===== src/rtl/uart_pkg.sv =====
// Shared UART definitions: clock/baud defaults, bit-period helper and FSM states
// used by uart_tx, uart_recv and uart_tx_buf.
package uart_pkg;

  localparam int CLK_FREQ_DEF = 50_000_000;
  localparam int UART_BPS_DEF = 115_200;

  typedef enum logic [1:0] {
    IDLE  = 2'd0,
    START = 2'd1,
    DATA  = 2'd2,
    STOP  = 2'd3
  } uart_state_t;

  function automatic int bps_cnt(input int clk_freq, input int uart_bps);
    return clk_freq / uart_bps;
  endfunction

endpackage


===== src/rtl/uart_fifo.sv =====
// Synchronous byte FIFO with exact occupancy count; push is ignored when full,
// pop is ignored when empty, and a simultaneous push/pop leaves the level unchanged.
module uart_fifo import uart_pkg::*; #(
  parameter int DEPTH = 8
) (
  input  logic       clk,
  input  logic       rst_n,
  input  logic       push,
  input  logic [7:0] din,
  input  logic       pop,
  output logic [7:0] dout,
  output logic [4:0] level,
  output logic       full,
  output logic       empty
);

  localparam int AW = (DEPTH > 1) ? $clog2(DEPTH) : 1;

  logic [7:0]    mem [DEPTH];
  logic [AW-1:0] wr_ptr;
  logic [AW-1:0] rd_ptr;
  logic          do_push;
  logic          do_pop;

  assign full    = (level == 5'(DEPTH));
  assign empty   = (level == '0);
  assign do_push = push && !full;
  assign do_pop  = pop && !empty;
  assign dout    = mem[rd_ptr];

  // DEPTH is a power of two, so the pointers wrap by natural overflow
  always_ff @(posedge clk or negedge rst_n) begin
    if (!rst_n) begin
      wr_ptr <= '0;
      rd_ptr <= '0;
      level  <= '0;
    end else begin
      if (do_push) wr_ptr <= wr_ptr + 1'b1;
      if (do_pop)  rd_ptr <= rd_ptr + 1'b1;
      if (do_push && !do_pop)      level <= level + 5'd1;
      else if (do_pop && !do_push) level <= level - 5'd1;
    end
  end

  always_ff @(posedge clk) begin
    if (do_push) mem[wr_ptr] <= din;
  end

endmodule


===== src/rtl/uart_tx_buf.sv =====
// Buffered 8N1 UART transmitter: bytes queue in uart_fifo and are sent
// back-to-back by a baud-timed START/DATA/STOP state machine.
module uart_tx_buf import uart_pkg::*; #(
  parameter int CLK_FREQ   = CLK_FREQ_DEF,
  parameter int UART_BPS   = UART_BPS_DEF,
  parameter int FIFO_DEPTH = 8
) (
  input  logic       sys_clk,
  input  logic       sys_rst_n,
  input  logic       tx_valid,
  input  logic [7:0] tx_din,
  output logic       tx_ready,
  output logic       tx_dout,
  output logic       tx_busy,
  output logic [4:0] fifo_level
);

  localparam int BPS_CNT = bps_cnt(CLK_FREQ, UART_BPS);
  localparam int CW      = (BPS_CNT > 1) ? $clog2(BPS_CNT) : 1;
  localparam logic [CW-1:0] CNT_MAX = CW'(BPS_CNT - 1);

  uart_state_t   state;
  logic [CW-1:0] baud_cnt;
  logic [2:0]    bit_idx;
  logic [7:0]    shift_reg;
  logic [7:0]    head;
  logic          fifo_full;
  logic          fifo_empty;
  logic          bit_end;
  logic          pop;

  assign bit_end  = (baud_cnt == CNT_MAX);
  assign pop      = !fifo_empty && ((state == IDLE) || (state == STOP && bit_end));
  assign tx_ready = !fifo_full;

  uart_fifo #(
    .DEPTH (FIFO_DEPTH)
  ) u_fifo (
    .clk   (sys_clk),
    .rst_n (sys_rst_n),
    .push  (tx_valid),
    .din   (tx_din),
    .pop   (pop),
    .dout  (head),
    .level (fifo_level),
    .full  (fifo_full),
    .empty (fifo_empty)
  );

  always_ff @(posedge sys_clk or negedge sys_rst_n) begin
    if (!sys_rst_n) begin
      state     <= IDLE;
      baud_cnt  <= '0;
      bit_idx   <= '0;
      shift_reg <= '0;
      tx_dout   <= 1'b1;
      tx_busy   <= 1'b0;
    end else begin
      // The line register follows the state one cycle later, so every bit
      // still lasts BPS_CNT cycles but starts a cycle after its state.
      case (state)
        IDLE:    tx_dout <= 1'b1;
        START:   tx_dout <= 1'b0;
        DATA:    tx_dout <= shift_reg[bit_idx];
        STOP:    tx_dout <= 1'b1;
        default: tx_dout <= 1'b1;
      endcase

      case (state)
        IDLE: begin
          baud_cnt <= '0;
          bit_idx  <= '0;
          if (pop) begin
            shift_reg <= head;
            state     <= START;
            tx_busy   <= 1'b1;
          end
        end
        START: begin
          if (bit_end) begin
            baud_cnt <= '0;
            bit_idx  <= '0;
            state    <= DATA;
          end else begin
            baud_cnt <= baud_cnt + 1'b1;
          end
        end
        DATA: begin
          if (bit_end) begin
            baud_cnt <= '0;
            bit_idx  <= bit_idx + 1'b1;
            if (bit_idx == 3'd7) state <= STOP;
          end else begin
            baud_cnt <= baud_cnt + 1'b1;
          end
        end
        STOP: begin
          if (bit_end) begin
            baud_cnt <= '0;
            if (pop) begin
              shift_reg <= head;
              state     <= START;
            end else begin
              state   <= IDLE;
              tx_busy <= 1'b0;
            end
          end else begin
            baud_cnt <= baud_cnt + 1'b1;
          end
        end
        default: begin
          state   <= IDLE;
          tx_busy <= 1'b0;
        end
      endcase
    end
  end

endmodule


===== config.mk =====
export PLATFORM = sky130hd
export DESIGN_NAME = uart_tx_buf
export DESIGN_NICKNAME = d
export VERILOG_FILES = /design/src/rtl/uart_pkg.sv /design/src/rtl/uart_fifo.sv /design/src/rtl/uart_tx_buf.sv
export SDC_FILE = /design/constraint.sdc
export NUM_CORES = 1
export LEC_CHECK = 0
export ABC_AREA = 1
export CAP_MARGIN = 20
export CORE_MARGIN = 1.5
export CORE_UTILIZATION = 60
export DETAILED_ROUTE_END_ITERATION = 10
export HOLD_SLACK_MARGIN = 0.15
export MAX_ROUTING_LAYER = met4
export PLACE_DENSITY = 0.8
export REMOVE_ABC_BUFFERS = 1
export SLEW_MARGIN = 0
export SYNTH_ARGS = -nofsm -noshare
export SYNTH_HDL_FRONTEND = slang
export SYNTH_SLANG_ARGS = --single-unit
export TNS_END_PERCENT = 5

===== constraint.sdc =====
create_clock -name sys_clk -period 3.2 [get_ports sys_clk]
set_input_delay 0.64 -clock sys_clk [delete_from_list [all_inputs] [get_ports sys_clk]]
set_output_delay 0.64 -clock sys_clk [all_outputs]
set_load 0.02 [all_outputs]

==> impl_metrics.csv <==
group,metric,value,unit
worst_setup_path,r2r.worst_path.cells,14,
grt,grt_pass1_vias,2981,
layout,num_antenna_cells,0,
clocking,cts_root_buffer,"sky130_fd_sc_hd__clkbuf_8",
clocking,tritoncts_clock_tree,"yes",
floorplanning,core_region_area,7250,um2
detailed_routing,drt_pass1_iterations,6,
clocking,cts_max_level,3,
clocking,post_cts_hold_buffer_count,0,
floorplanning,die-width,89.7,um
worst_setup_path,worstReg2RegEnd,"u_fifo.level[4]",
layout,leading_cell_type_in_the_layout_fill_and_taps_excluded,"sky130_fd_sc_hd__nand2_1",
layout,mostFrequentLayoutCells,"103 x sky130_fd_sc_hd__nand2_1, 80 x sky130_fd_sc_hd__nor2_1, 64 x sky130_fd_sc_hd__edfxtp_1, 54 x sky130_fd_sc_hd__o21ai_0, 34 x sky130_fd_sc_hd__dfrtp_1",
yosys,number_of_enable_type_register_cells_in_the_synthesized_netlist,64,
worst_setup_path,crit_path_kind,"flop to flop",
timing,worst_slew_pin_slew,0.989,ns
place,gp_congestion,0.849,
timing,skew,0.00749,ns
yosys,ys_dominant_reg_cell,"sky130_fd_sc_hd__edfxtp_1",
min_path,timing.hold.worst_path_depth,2,
layout,post_layout_net_count,496,
layout,largest_register_ff_count,64,
timing,setup_violations,0,
worst_setup_path,crit_slowest_cell,"sky130_fd_sc_hd__dfrtp_1",
grt,grt_remaining_overflow,0,
yosys,leading_post_synthesis_cells_by_cell_area,"sky130_fd_sc_hd__edfxtp_1 43%, sky130_fd_sc_hd__dfrtp_1 19%, sky130_fd_sc_hd__nand2_1 8.6%",
detailed_routing,1st_iter_drt_viols,164,
worst_setup_path,critPathLaunchType,"flop",
detailed_routing,drt-vias-per-instance,5.42,
place,placed_cells_incl_taps,557,
worst_setup_path,slowest_delay,0.44,ns
detailed_routing,vias,3104,
clocking,clkSinkCount,99,
layout,layout-drive-gt1-share,7.59,%
place,count_of_buffers_inserted_at_the_top_level_ports,18,
worst_setup_path,worstReg2RegStart,"state[0]",
power,power_leakage,2.05,nW
timing,final-max-slew-violation-count,0,
timing,period_share,78.6,%
floorplanning,io_pins,19,
floorplanning,std_cell_rows,31,
worst_setup_path,critical_path_required,3.50,ns
yosys,synthesis.instances,446,
yosys,synth-seq-cells,99,
detailed_routing,routed_wl,8210,um
clocking,cts_made_buffers,9,
min_path,worst_hold_path.endpoint,"tx_busy",
worst_setup_path,data_arrival_time_of_the_worst_path,2.82,ns
worst_setup_path,worstPathMaxFanout,6,
power,max-vdd-ir-drop,388,uV
detailed_routing,drt-wirelength-per-cell,14.3,um
timing,timing_hold_violations_final,0,
grt,grt_start_max_net_pins,35,
flow_run,maximum_capacitance_violations,0,
min_path,timing.hold.worst.class,"flop to flop",
detailed_routing,detail-route-antenna-nets,0,
floorplanning,fp.dieArea,8040,um2
timing,sum_of_negative_setup_slack,0,ns
clocking,path_clk_slew,0.10,ns
floorplanning,initial_core_util,62.1,%
clocking,clock_latency,0.35,ns
layout,final_cell_count_no_fill,573,
timing,grt_setup_unrepaired,"false",
yosys,async_flop_share,35.4,%
worst_setup_path,r2r_setup_slack,0.68,ns
min_path,hold_start,"tx_busy",
place,dp_hpwl,5630,um
yosys,seq_area_frac_synth,62.1,%
floorplanning,die_y,89.7,um
worst_setup_path,timing.critical_path.to_type,"flop",
grt,grt_pass1_wl,13900,um
timing,layout_min_cycle_time,2.52,ns
yosys,avgSynthCellArea,10.1,um2
clocking,clockBufferDepth,2,
grt,grt_antenna_before_repair,0,
worst_setup_path,timing.critical_path.cells,"inv_1, ha_1, o21ai_0, inv_1, nand2_8, ha_1, inv_1, ha_1, nand2_1, nand2_1, a21oi_1, xor2_1, nand2_1, nand2_1",
layout,fin_util,69.0,%
yosys,synth_top_area_share,42.7,%
yosys,mappedNetlistArea,4510,um2
yosys,yosysTopAreaCell,"sky130_fd_sc_hd__edfxtp_1",
yosys,yosys_warnings,0,
yosys,ys_types,34,
clocking,post_cts.resized_instances,0,
layout,area_growth_syn_to_layout,11.1,%
worst_setup_path,critical_path.most_common_cell,"sky130_fd_sc_hd__nand2_1",
clocking,postCtsSetupRepairBufs,0,
grt,grtUsageTotal,24.0,%
timing,worst_relative_slew_slack,34.1,%
power,cellPowerDensity,601,nW/um2
detailed_routing,drc,0,
timing,achievable-frequency,0.397,GHz
run_status,outcome,"completed",
## worst max-delay path by stage
| stage | cells after the start | slack [ns] | startpoint | to |
|---|---|---|---|---|
| 2_1_floorplan | 13 | 0.91 | u_fifo.level[1] | u_fifo.level[4] |
| 3_3_place_gp | 12 | 0.69 | tx_valid | u_fifo.level[4] |
| 3_5_place_dp | 12 | 0.64 | tx_valid | u_fifo.level[4] |
| 5_1_grt | 14 | 0.48 | state[0] | u_fifo.level[4] |
| 4_1_cts | 14 | 0.67 | state[0] | u_fifo.level[4] |
| 6_report | 14 | 0.68 | state[0] | u_fifo.level[4] |
## synth_stat cells (2+ instances only)
cell type and count:
sky130_fd_sc_hd__inv_1 28, sky130_fd_sc_hd__dfrtp_1 34, sky130_fd_sc_hd__nand2_1 103, sky130_fd_sc_hd__nand3_1 16, sky130_fd_sc_hd__edfxtp_1 64, sky130_fd_sc_hd__clkbuf_1 3
sky130_fd_sc_hd__nand2_4 3, sky130_fd_sc_hd__xnor2_1 2, sky130_fd_sc_hd__buf_1 2, sky130_fd_sc_hd__o21ai_1 4, sky130_fd_sc_hd__inv_2 3, sky130_fd_sc_hd__o21ai_0 54
sky130_fd_sc_hd__nor3b_1 3, sky130_fd_sc_hd__xor2_1 5, sky130_fd_sc_hd__or2_2 2, sky130_fd_sc_hd__ha_1 15, sky130_fd_sc_hd__buf_2 5, sky130_fd_sc_hd__a21oi_1 4
sky130_fd_sc_hd__nand4_1 2, sky130_fd_sc_hd__nor2_1 80
## cells by family (layout without fill, tap and decap cells)
family / Yosys count / in the layout / synth area share [%]
flip-flops: 99 / 99 / 62.1
XOR/XNOR: 7 / 7 / 1.36
buffers and inverters: 42 / 70 / 3.64
AND/OR/NAND/NOR: 215 / 215 / 20.4
adder cells (fa/ha/maj): 16 / 16 / 4.61
AO/OA/AOI/OAI: 67 / 67 / 7.91
## where the power goes
part / total, W / internal, W / switching (W)
logic: 0.000555 / 0.000208 / 0.000347
registers: 0.00163 / 0.00154 / 0.0000843
clock network: 0.000826 / 0.000375 / 0.000451
## per-layer routing
layer  vias up  global-route usage, %  part of all wire [%]
li1       1533                      -                     -
met1      1477                   31.0                    44
met2        80                   38.3                    50
met3        14                   3.93                   4.6
met4         0                   9.23                   1.7
met5         -                      -                     0
## worst max-delay path: cells and delay by family (launching register included)
family	cells	cell delay, ns
fa+ha+maj	3	0.81
flops	1	0.44
simple gates	5	0.39
buf+inv	3	0.35
compound gates	2	0.33
xor+xnor	1	0.16
## per-stage QoR
| step | area (um2) | hold slack, ns | total power [W] | worst slack [ns] |
|---|---|---|---|---|
| global placement | 4800 | 0.456 | 0.00218 | 0.691 |
| floorplan | 4460 | 0.344 | 0.00199 | 0.912 |
| global route | 5010 | 0.518 | 0.00316 | 0.484 |
| finish | 5010 | 0.481 | 0.00301 | 0.684 |
| CTS | 5010 | 0.485 | 0.00302 | 0.673 |
| detailed placement | 4800 | 0.463 | 0.00221 | 0.638 |
## layout make-up
type | count | area (um2)
Clock buffer | 9 | 124
Sequential cell | 99 | 2800
Inverter | 32 | 120
Multi-Input combinational cell | 305 | 1540
Fill cell | 534 | 2250
Clock inverter | 7 | 87.6
Timing Repair Buffer | 22 | 210
Tap cell | 99 | 124
No activity file was read; power rests on OpenSTA's default activity.
